File: config.mk
export PLATFORM = sky130hd
export DESIGN_NAME = bus_dev_endpoint_flat
export DESIGN_NICKNAME = d
export VERILOG_FILES = /design/src/rtl/bus_dev_endpoint_if.sv /design/src/rtl/bus_dev_endpoint.sv /design/src/flat_wrapper.sv
export SDC_FILE = /design/constraint.sdc
export NUM_CORES = 1
export LEC_CHECK = 0
export CAP_MARGIN = 20
export CORE_UTILIZATION = 44
export DETAILED_ROUTE_END_ITERATION = 7
export PLACE_DENSITY_LB_ADDON = 0.1
export SETUP_SLACK_MARGIN = 0.02
export SYNTH_ARGS = -nofsm -noshare
export SYNTH_HDL_FRONTEND = slang
export SYNTH_SLANG_ARGS = --single-unit
File: constraint.sdc
create_clock -name clk -period 10.8 [get_ports clk]
set_input_delay 2.16 -clock clk [delete_from_list [all_inputs] [get_ports clk]]
set_output_delay 2.16 -clock clk [all_outputs]
set_load 0.01 [all_outputs]
File: src/rtl/bus_dev_endpoint_if.sv
// Bus-facing side of a device slot: TX head offered via pndng/D_pop/pop,
// RX delivery via push/D_push.
interface bus_dev_endpoint_if #(
  parameter int pckg_sz = 32
);
  logic               pndng;
  logic [pckg_sz-1:0] D_pop;
  logic               pop;
  logic               push;
  logic [pckg_sz-1:0] D_push;

  // bus arbiter side
  modport master (input pndng, D_pop, output pop, push, D_push);
  // device endpoint side
  modport slave  (output pndng, D_pop, input pop, push, D_push);
endinterface

File: src/rtl/bus_dev_endpoint.sv
// Device endpoint: FWFT TX FIFO toward the bus, FWFT RX FIFO from the bus, sticky error flags.
// Optional RX destination filter enabled with macro RX_FILTER_EN.
module bus_dev_endpoint #(
  parameter int         pckg_sz   = 32,
  parameter int         depth     = 8,
  parameter logic [7:0] id        = 8'd0,
  parameter logic [7:0] broadcast = 8'hFF
) (
  input  logic                       clk,
  input  logic                       reset,
  input  logic                       tx_wr,
  input  logic [pckg_sz-1:0]         tx_data,
  output logic                       tx_full,
  output logic [$clog2(depth+1)-1:0] tx_count,
  bus_dev_endpoint_if.slave          bus,
  input  logic                       rx_rd,
  output logic [pckg_sz-1:0]         rx_data,
  output logic                       rx_valid,
  output logic [$clog2(depth+1)-1:0] rx_count,
  input  logic                       clr_flags,
  output logic                       tx_ovf,
  output logic                       rx_ovf,
  output logic                       pop_err
);
  localparam int AW = $clog2(depth);
  localparam int CW = $clog2(depth+1);

  localparam logic [1:0] ST_EMPTY   = 2'd0;
  localparam logic [1:0] ST_PARTIAL = 2'd1;
  localparam logic [1:0] ST_FULL    = 2'd2;

  logic [pckg_sz-1:0] tx_mem_q [depth];
  logic [pckg_sz-1:0] tx_mem_d [depth];
  logic [pckg_sz-1:0] rx_mem_q [depth];
  logic [pckg_sz-1:0] rx_mem_d [depth];
  logic [AW:0] tx_wp_q, tx_wp_d, tx_rp_q, tx_rp_d;
  logic [AW:0] rx_wp_q, rx_wp_d, rx_rp_q, rx_rp_d;
  logic tx_ovf_q, tx_ovf_d, rx_ovf_q, rx_ovf_d, pop_err_q, pop_err_d;

  logic [1:0] tx_state, rx_state;
  logic [AW:0] tx_occ, rx_occ;
  logic tx_do_wr, tx_do_pop, rx_hit, rx_do_wr, rx_do_rd;

  // Occupancy-driven state: the wrap bit distinguishes full from empty.
  always_comb begin
    tx_occ = tx_wp_q - tx_rp_q;
    rx_occ = rx_wp_q - rx_rp_q;
    if (tx_wp_q == tx_rp_q)
      tx_state = ST_EMPTY;
    else if (tx_wp_q[AW-1:0] == tx_rp_q[AW-1:0])
      tx_state = ST_FULL;
    else
      tx_state = ST_PARTIAL;
    if (rx_wp_q == rx_rp_q)
      rx_state = ST_EMPTY;
    else if (rx_wp_q[AW-1:0] == rx_rp_q[AW-1:0])
      rx_state = ST_FULL;
    else
      rx_state = ST_PARTIAL;
  end

`ifdef RX_FILTER_EN
  assign rx_hit = (bus.D_push[pckg_sz-1:pckg_sz-8] == id) ||
                  (bus.D_push[pckg_sz-1:pckg_sz-8] == broadcast);
`else
  assign rx_hit = 1'b1;
`endif

  // A same-cycle pop/read frees a slot for a write into a full FIFO.
  always_comb begin
    tx_do_pop = bus.pop && (tx_state != ST_EMPTY);
    tx_do_wr  = tx_wr && ((tx_state != ST_FULL) || bus.pop);
    rx_do_rd  = rx_rd && (rx_state != ST_EMPTY);
    rx_do_wr  = bus.push && rx_hit && ((rx_state != ST_FULL) || rx_rd);

    tx_wp_d = tx_wp_q + {{AW{1'b0}}, tx_do_wr};
    tx_rp_d = tx_rp_q + {{AW{1'b0}}, tx_do_pop};
    rx_wp_d = rx_wp_q + {{AW{1'b0}}, rx_do_wr};
    rx_rp_d = rx_rp_q + {{AW{1'b0}}, rx_do_rd};

    tx_mem_d = tx_mem_q;
    rx_mem_d = rx_mem_q;
    if (tx_do_wr) tx_mem_d[tx_wp_q[AW-1:0]] = tx_data;
    if (rx_do_wr) rx_mem_d[rx_wp_q[AW-1:0]] = bus.D_push;
  end

  // Clear first, then a same-cycle error event re-sets the flag.
  always_comb begin
    tx_ovf_d  = clr_flags ? 1'b0 : tx_ovf_q;
    rx_ovf_d  = clr_flags ? 1'b0 : rx_ovf_q;
    pop_err_d = clr_flags ? 1'b0 : pop_err_q;
    if (tx_wr && !tx_do_wr)                  tx_ovf_d  = 1'b1;
    if (bus.push && rx_hit && !rx_do_wr)     rx_ovf_d  = 1'b1;
    if (bus.pop && (tx_state == ST_EMPTY))   pop_err_d = 1'b1;
  end

  always_ff @(posedge clk) begin
    if (reset) begin
      tx_wp_q   <= '0;
      tx_rp_q   <= '0;
      rx_wp_q   <= '0;
      rx_rp_q   <= '0;
      tx_ovf_q  <= 1'b0;
      rx_ovf_q  <= 1'b0;
      pop_err_q <= 1'b0;
    end else begin
      tx_wp_q   <= tx_wp_d;
      tx_rp_q   <= tx_rp_d;
      rx_wp_q   <= rx_wp_d;
      rx_rp_q   <= rx_rp_d;
      tx_ovf_q  <= tx_ovf_d;
      rx_ovf_q  <= rx_ovf_d;
      pop_err_q <= pop_err_d;
    end
  end

  // Storage needs no reset: outputs are masked whenever a FIFO is empty.
  always_ff @(posedge clk) begin
    tx_mem_q <= tx_mem_d;
    rx_mem_q <= rx_mem_d;
  end

  assign bus.pndng = (tx_state != ST_EMPTY);
  assign bus.D_pop = (tx_state != ST_EMPTY) ? tx_mem_q[tx_rp_q[AW-1:0]] : '0;
  assign tx_full   = (tx_state == ST_FULL);
  assign tx_count  = CW'(tx_occ);
  assign rx_valid  = (rx_state != ST_EMPTY);
  assign rx_data   = (rx_state != ST_EMPTY) ? rx_mem_q[rx_rp_q[AW-1:0]] : '0;
  assign rx_count  = CW'(rx_occ);
  assign tx_ovf    = tx_ovf_q;
  assign rx_ovf    = rx_ovf_q;
  assign pop_err   = pop_err_q;
endmodule

File: src/flat_wrapper.sv
// flat-port wrapper written by rule: the top's interface ports become plain ports
module bus_dev_endpoint_flat 
#(
  parameter int         pckg_sz   = 32,
  parameter int         depth     = 8,
  parameter logic [7:0] id        = 8'd0,
  parameter logic [7:0] broadcast = 8'hFF
)
  (clk, reset, tx_wr, tx_data, tx_full, tx_count, rx_rd, rx_data, rx_valid, rx_count, clr_flags, tx_ovf, rx_ovf, pop_err, bus_pndng, bus_D_pop, bus_pop, bus_push, bus_D_push);
  bus_dev_endpoint_if #(.pckg_sz(pckg_sz)) bus_i ();
  input  logic clk;
  input  logic reset;
  input  logic tx_wr;
  input  logic [pckg_sz-1:0] tx_data;
  output logic tx_full;
  output logic [$clog2(depth+1)-1:0] tx_count;
  input  logic rx_rd;
  output logic [pckg_sz-1:0] rx_data;
  output logic rx_valid;
  output logic [$clog2(depth+1)-1:0] rx_count;
  input  logic clr_flags;
  output logic tx_ovf;
  output logic rx_ovf;
  output logic pop_err;
  output wire logic [$bits(bus_i.pndng)-1:0] bus_pndng;
  output wire logic [$bits(bus_i.D_pop)-1:0] bus_D_pop;
  input wire logic [$bits(bus_i.pop)-1:0] bus_pop;
  input wire logic [$bits(bus_i.push)-1:0] bus_push;
  input wire logic [$bits(bus_i.D_push)-1:0] bus_D_push;
  assign bus_pndng = bus_i.pndng;
  assign bus_D_pop = bus_i.D_pop;
  assign bus_i.pop = bus_pop;
  assign bus_i.push = bus_push;
  assign bus_i.D_push = bus_D_push;
  bus_dev_endpoint #(.pckg_sz(pckg_sz), .depth(depth), .id(id), .broadcast(broadcast)) u_core (.clk(clk), .reset(reset), .tx_wr(tx_wr), .tx_data(tx_data), .tx_full(tx_full), .tx_count(tx_count), .bus(bus_i), .rx_rd(rx_rd), .rx_data(rx_data), .rx_valid(rx_valid), .rx_count(rx_count), .clr_flags(clr_flags), .tx_ovf(tx_ovf), .rx_ovf(rx_ovf), .pop_err(pop_err));
endmodule
-- After elaboration in Yosys (flattened, before gate mapping)
Index checks and enable logic that the tools add are counted.
- add/sub/neg operators: 6
- equality and inequality tests: 7
- order comparisons: 6
- bitwise logic cells: 4
- reductions and logical operators: 19
- mux-type cells: 22
- operator list (cell ; number):
    bitwise mux 256 bit ; 2
    two-way mux 32 bit ; 8
    binary-select mux 32 bit (select 3 bit) ; 2
    demux 32 bit (select 3 bit) ; 2
    adder 4 x 1 -> 4 bit ; 4
    >= comparator 4 bit (second input constant) ; 4
    inverter 3 -> 4 bit ; 4
    nonzero test 2 bit ; 5
    logical AND 1 bit ; 9
    equality test 4 bit ; 2
    < comparator 4 x 1 -> 1 bit (second input constant) ; 2
    two-way mux 2 bit ; 4
    subtractor 4 bit ; 2
    equality test 3 bit ; 2
    two-way mux 1 bit ; 4
    inequality test 2 bit (second input constant) ; 2
    equality test 2 bit (second input constant) ; 1
    zero test 1 bit ; 2
    zero test 2 bit ; 1
    logical OR 1 bit ; 2
- input bits: 71
- output and inout port bits: 78
- bits in registers: 531

-- Logic depth before layout (Yosys ltp)
- depth after elaboration: 9
- depth in mapped cells: 11
- mapped depth without buffers: 9

-- Worst setup path after synthesis
No wires, ideal clock.
- path kind: input to register
- start point: input port bus_pop
- end point: register u_core.tx_mem_q[160] (netlist bit) (enable)
- arrival time: 5380 ps
- slack: 4919 ps
- data required time: 10299 ps
- stages: 2
- cell sequence: nor3_1 nor4_1
- longest elaborated chain between the ends: 2
- ends and longest elaborated chain (item ; line ; text):
    start: declaration ; flat_wrapper.sv:27 ; input wire logic [$bits(bus_i.pop)-1:0] bus_pop;
    logical OR 1 bit ; bus_dev_endpoint.sv:72 ; tx_do_wr = tx_wr && ((tx_state != ST_FULL) || bus.pop);
    logical AND 1 bit ; bus_dev_endpoint.sv:72 ;
    end signal: assignment ; bus_dev_endpoint.sv:119 ; tx_mem_q <= tx_mem_d;
    end: declaration ; bus_dev_endpoint.sv:32 ; logic [pckg_sz-1:0] tx_mem_q [depth];
Every way passes these cells.
A chain may end at the register's enable or synchronous reset.

-- Final worst setup path
- start point: register u_core.tx_rp_q[1]
- end point: output port bus_D_pop[20]
- longest elaborated chain between the ends: 5
- elaborated cells between the ends (all ways): 10
- classes of those cells: eq/ne (2); mux (6); bitwise (1); reduce/logical (1)
- ends and longest elaborated chain (item ; line ; text):
    start: declaration ; bus_dev_endpoint.sv:36 ; logic [AW:0] tx_wp_q, tx_wp_d, tx_rp_q, tx_rp_d;
    start signal: assignment ; bus_dev_endpoint.sv:108 ; tx_rp_q <= tx_rp_d;
    inverter 3 -> 4 bit (not written as such) or equality test 3 bit (tied branches) ; bus_dev_endpoint.sv:124, bus_dev_endpoint.sv:50 ;
    binary-select mux 32 bit (select 3 bit) or two-way mux 2 bit (tied branches) ; bus_dev_endpoint.sv:124, bus_dev_endpoint.sv:50 ;
    two-way mux 32 bit (not written as such) or two-way mux 2 bit (tied branches) ; bus_dev_endpoint.sv:124, bus_dev_endpoint.sv:48 ;
    two-way mux 32 bit (not written as such) or nonzero test 2 bit (tied branches) ; bus_dev_endpoint.sv:124 ; assign bus.D_pop = (tx_state != ST_EMPTY) ? tx_mem_q[tx_rp_q[AW-1:0]] : '0;
    two-way mux 32 bit (*) ; bus_dev_endpoint.sv:124 ;
    end: declaration ; flat_wrapper.sv:26 ; output wire logic [$bits(bus_i.D_pop)-1:0] bus_D_pop;
Mark *: on every way between the ends. The rest lies on a longest branch, timed or not. The select of a mux whose other input is x is not followed.

==> results.py <==
metrics = {
    "outcome": {
        "outcome": "complete, no violations",
    },
    "layout": {
        "nFillCells": 3530,
        "final_nets": 1154,
        "syn_to_final_growth_pct": 18.9,
        "drive_gt1_frac": 0.200,
        "antenna_cells": 0,
    },
    "die": {
        "fp.coreArea_mm2": 0.0456,
        "die-width_um": 218,
        "start_util": 0.449,
        "io_pins": 149,
        "die_y_um": 218,
        "rows": 78,
        "dieArea_mm2": 0.0473,
    },
    "placement": {
        "dp_slack_ns": 5.08,
        "place.detailed.hpwl_mm": 22.4,
        "numPortBuffers": 148,
        "gp_congestion": 0.724,
    },
    "worst_setup_path": {
        "required_ns": 8.64,
        "critPathArrivalTime_ns": 4.10,
        "worstPathCellList": "buf_4, inv_1, ha_1, nand3_1, nor2b_4, nor2_4, a22o_1, clkdlybuf4s50_1",
        "worstSetupStartpointType": "flip-flop",
        "path_class": "reg -> out",
        "slowest_stage": "buf_4",
        "end_kind": "output port",
        "path_max_fanout": 68,
        "crit_path_max_incr_delay_ns": 0.77,
    },
    "pwr": {
        "power_density_mw_per_mm2": 203,
        "total_power_w": 0.00493,
        "ir_worst_vdd_mv": 0.163,
        "leakagePower_nw": 7.71,
    },
    "cts": {
        "cts_tree": "done",
        "cts_buffers": 54,
        "clock_sinks": 531,
        "postCtsHoldBufs": 0,
        "htree_levels": 2,
        "postCtsSetupRepairBufs": 0,
        "cts_resized": 0,
        "clock_path_buffers": 3,
        "root_buffer": "clkbuf_16",
        "clock_latency_ns": 0.60,
        "clk_pin_slew_ns": 0.06,
    },
    "timing": {
        "rsz0062_at_grt": "false",
        "finalHoldViolCount": 0,
        "layout_min_cycle_time_ns": 6.26,
        "fmax_ghz": 0.160,
        "worst_pin_slew_ns": 1.03,
        "slew_viol_final": 0,
        "finalClockSkew_ns": 0.0203,
        "setup-tns-final_ns": 0,
        "max_slew_margin": 0.312,
        "min_period_over_period": 0.579,
        "hold_ws_ns": 0.477,
        "setup_violations": 0,
        "fin_ws_ns": 4.54,
    },
    "global_route": {
        "grt.total_usage": 0.180,
        "grt_use_met3": 0.0371,
        "overflow": 0,
        "gr-usage-met2": 0.306,
        "grt_pass1_wl_mm": 62.2,
        "use_met1": 0.232,
        "grt_pass1_vias": 9930,
        "antenna_found_initial": 5,
        "grt_busiest_layer": "met2",
        "grt_max_degree": 69,
    },
    "detailed_routing": {
        "drcViolationCount": 0,
        "vias_per_cell": 5.44,
        "wl_mm": 41.8,
        "drtIter0Drc": 588,
        "ant_nets": 0,
        "post_drt_wl_per_cell_um": 24.4,
        "first_pass_iters": 4,
        "vias": 9307,
    },
    "synth": {
        "synth_fp_nets": 975,
        "ys_ff_latch": 531,
        "seq_area_frac_synth": 0.771,
        "yosys_warnings": 0,
        "syn_area_mm2": 0.0204,
        "synth.distinct_cells": 34,
        "synthCells": 888,
        "syn_area_per_cell_um2": 23.0,
    },
    "hold_path": {
        "hp-class": "reg -> reg",
    },
    "run": {
        "maxCapViolCount": 0,
    },
}
[routing by layer]
layer	routed length (µm)	up-vias
met1	17600	4899
met3	1970	65
met5	51	-
li1	-	4141
met4	954	8
met2	21300	194
[worst max-delay path: cells and delay by family, from the launching register on]
kind	cells	cell delay, ns
buffers and inverters	3	1.54
and+or+nand+nor	3	1.01
adders and majority gates	1	0.34
DFF	1	0.33
AOI/OAI and AO/OA	1	0.27
[layout by cell type, fill, tap and decap left out, types with 2 or more instances in the layout]
| cell | n |
|---|---|
| xnor2_1 | 8 |
| a22o_2 | 2 |
| buf_4 | 20 |
| bufinv_16 | 3 |
| nor2b_1 | 12 |
| a21o_1 | 2 |
| clkinvlp_4 | 2 |
| a21oi_1 | 4 |
| clkbuf_16 | 55 |
| fa_1 | 2 |
| ha_1 | 14 |
| a22o_1 | 62 |
| dfxtp_1 | 15 |
| clkinv_8 | 2 |
| xnor2_2 | 2 |
| clkinv_1 | 13 |
| nor2_4 | 11 |
| inv_1 | 16 |
| and2_4 | 2 |
| dfxtp_4 | 4 |
| nand3_1 | 11 |
| xor2_1 | 4 |
| clkdlybuf4s50_1 | 148 |
| nor3_2 | 6 |
| nand2_1 | 3 |
| edfxtp_1 | 512 |
| nand2b_1 | 3 |
| clkinv_2 | 6 |
| clkbuf_1 | 18 |
| mux4_2 | 101 |
| nor2_1 | 11 |
| mux4_1 | 27 |
[where the power goes]
part	internal [W]	switching, W
clock	0.00101	0.000739
combinational	0.000452	0.000382
sequential	0.00232	0.0000384
total	0.00377	0.00116
[per-stage QoR]
| step | instance area (µm²) | cells | utilization |
|---|---|---|---|
| after global routing | 24300 | 1710 | 0.533 |
| final | 24300 | 1710 | 0.533 |
| after detailed placement | 22600 | 1610 | 0.496 |
| after floorplan | 20400 | 888 | - |
| after global placement | 22600 | 1610 | 0.496 |
| after CTS | 24300 | 1709 | 0.533 |
[registers in the layout, indices dropped and copies added (netlist names)]
signal and cells:
u_core.rx_wp_q 4, u_core.rx_ovf 1, u_core.rx_mem_q 256, u_core.rx_rp_q 4
u_core.tx_ovf 1, u_core.pop_err 1, u_core.tx_mem_q 256, u_core.tx_rp_q 4
u_core.tx_wp_q 4
[final timing paths]
kind	startpoint	to	slack [ns]	depth (start not counted)
max reg2reg	u_core.tx_rp_q[1]$_SDFF_PP0_	u_core.tx_mem_q[117]$_DFFE_PP_	7.05	8
min	u_core.rx_ovf$_SDFFE_PP0P_	u_core.rx_ovf$_SDFFE_PP0P_	0.48	2
max	u_core.tx_rp_q[1]$_SDFF_PP0_	bus_D_pop[20]	4.54	8
min reg2reg	u_core.rx_ovf$_SDFFE_PP0P_	u_core.rx_ovf$_SDFFE_PP0P_	0.48	2
[kinds of logic (layout without fill, tap and decap cells)]
kind of cell / Yosys count / after routing / synth area share
XOR/XNOR: 14 / 14 / 0.00673
AND/OR/NAND/NOR: 66 / 66 / 0.0171
AO/OA/AOI/OAI: 71 / 71 / 0.0297
adder cells (fa/ha/maj): 16 / 16 / 0.0105
buffers and inverters: 62 / 284 / 0.0193
flip-flops: 531 / 531 / 0.771
multiplexers: 128 / 128 / 0.146
[final cells by class]
class | instances | area, µm² | share of cell area
flip-flops and latches | 531 | 15800 | 0.649
multi-input cells | 295 | 4410 | 0.181
repair buffers | 169 | 1660 | 0.0682
clock buffers | 73 | 1440 | 0.0594
well taps | 600 | 751 | 0.0309
clock inverters | 26 | 216 | 0.00890
inverters | 16 | 60.1 | 0.00247
[synth_stat cells]
cell / n / area (µm²)
edfxtp_1: 512 / 15400
mux4_2: 101 / 2270
a22o_1: 62 / 543
mux4_1: 27 / 709
nor2_1: 22 / 82.6
dfxtp_1: 19 / 380
buf_6: 17 / 191
inv_1: 16 / 60.1
ha_1: 14 / 175
buf_2: 12 / 60.1
nor2b_1: 12 / 75.1
nand3_1: 11 / 55.1
clkbuf_1: 9 / 33.8
xnor2_1: 8 / 70.1
nor3_1: 7 / 35.0
a21oi_1: 4 / 20.0
buf_4: 4 / 30.0
xor2_1: 4 / 35.0
buf_1: 3 / 11.3
nand2_1: 3 / 11.3
nand2b_1: 3 / 18.8
a21o_1: 2 / 15.0
a22o_2: 2 / 20.0
and2_4: 2 / 17.5
fa_1: 2 / 40.0
xnor2_2: 2 / 32.5
and2_1: 1 / 6.26
and2_2: 1 / 7.51
clkbuf_4: 1 / 7.51
nand4_2: 1 / 12.5
nor2b_4: 1 / 13.8
nor4_1: 1 / 6.26
o32ai_1: 1 / 8.76
or3_2: 1 / 7.51
No activity file was read; power rests on OpenSTA's default activity.
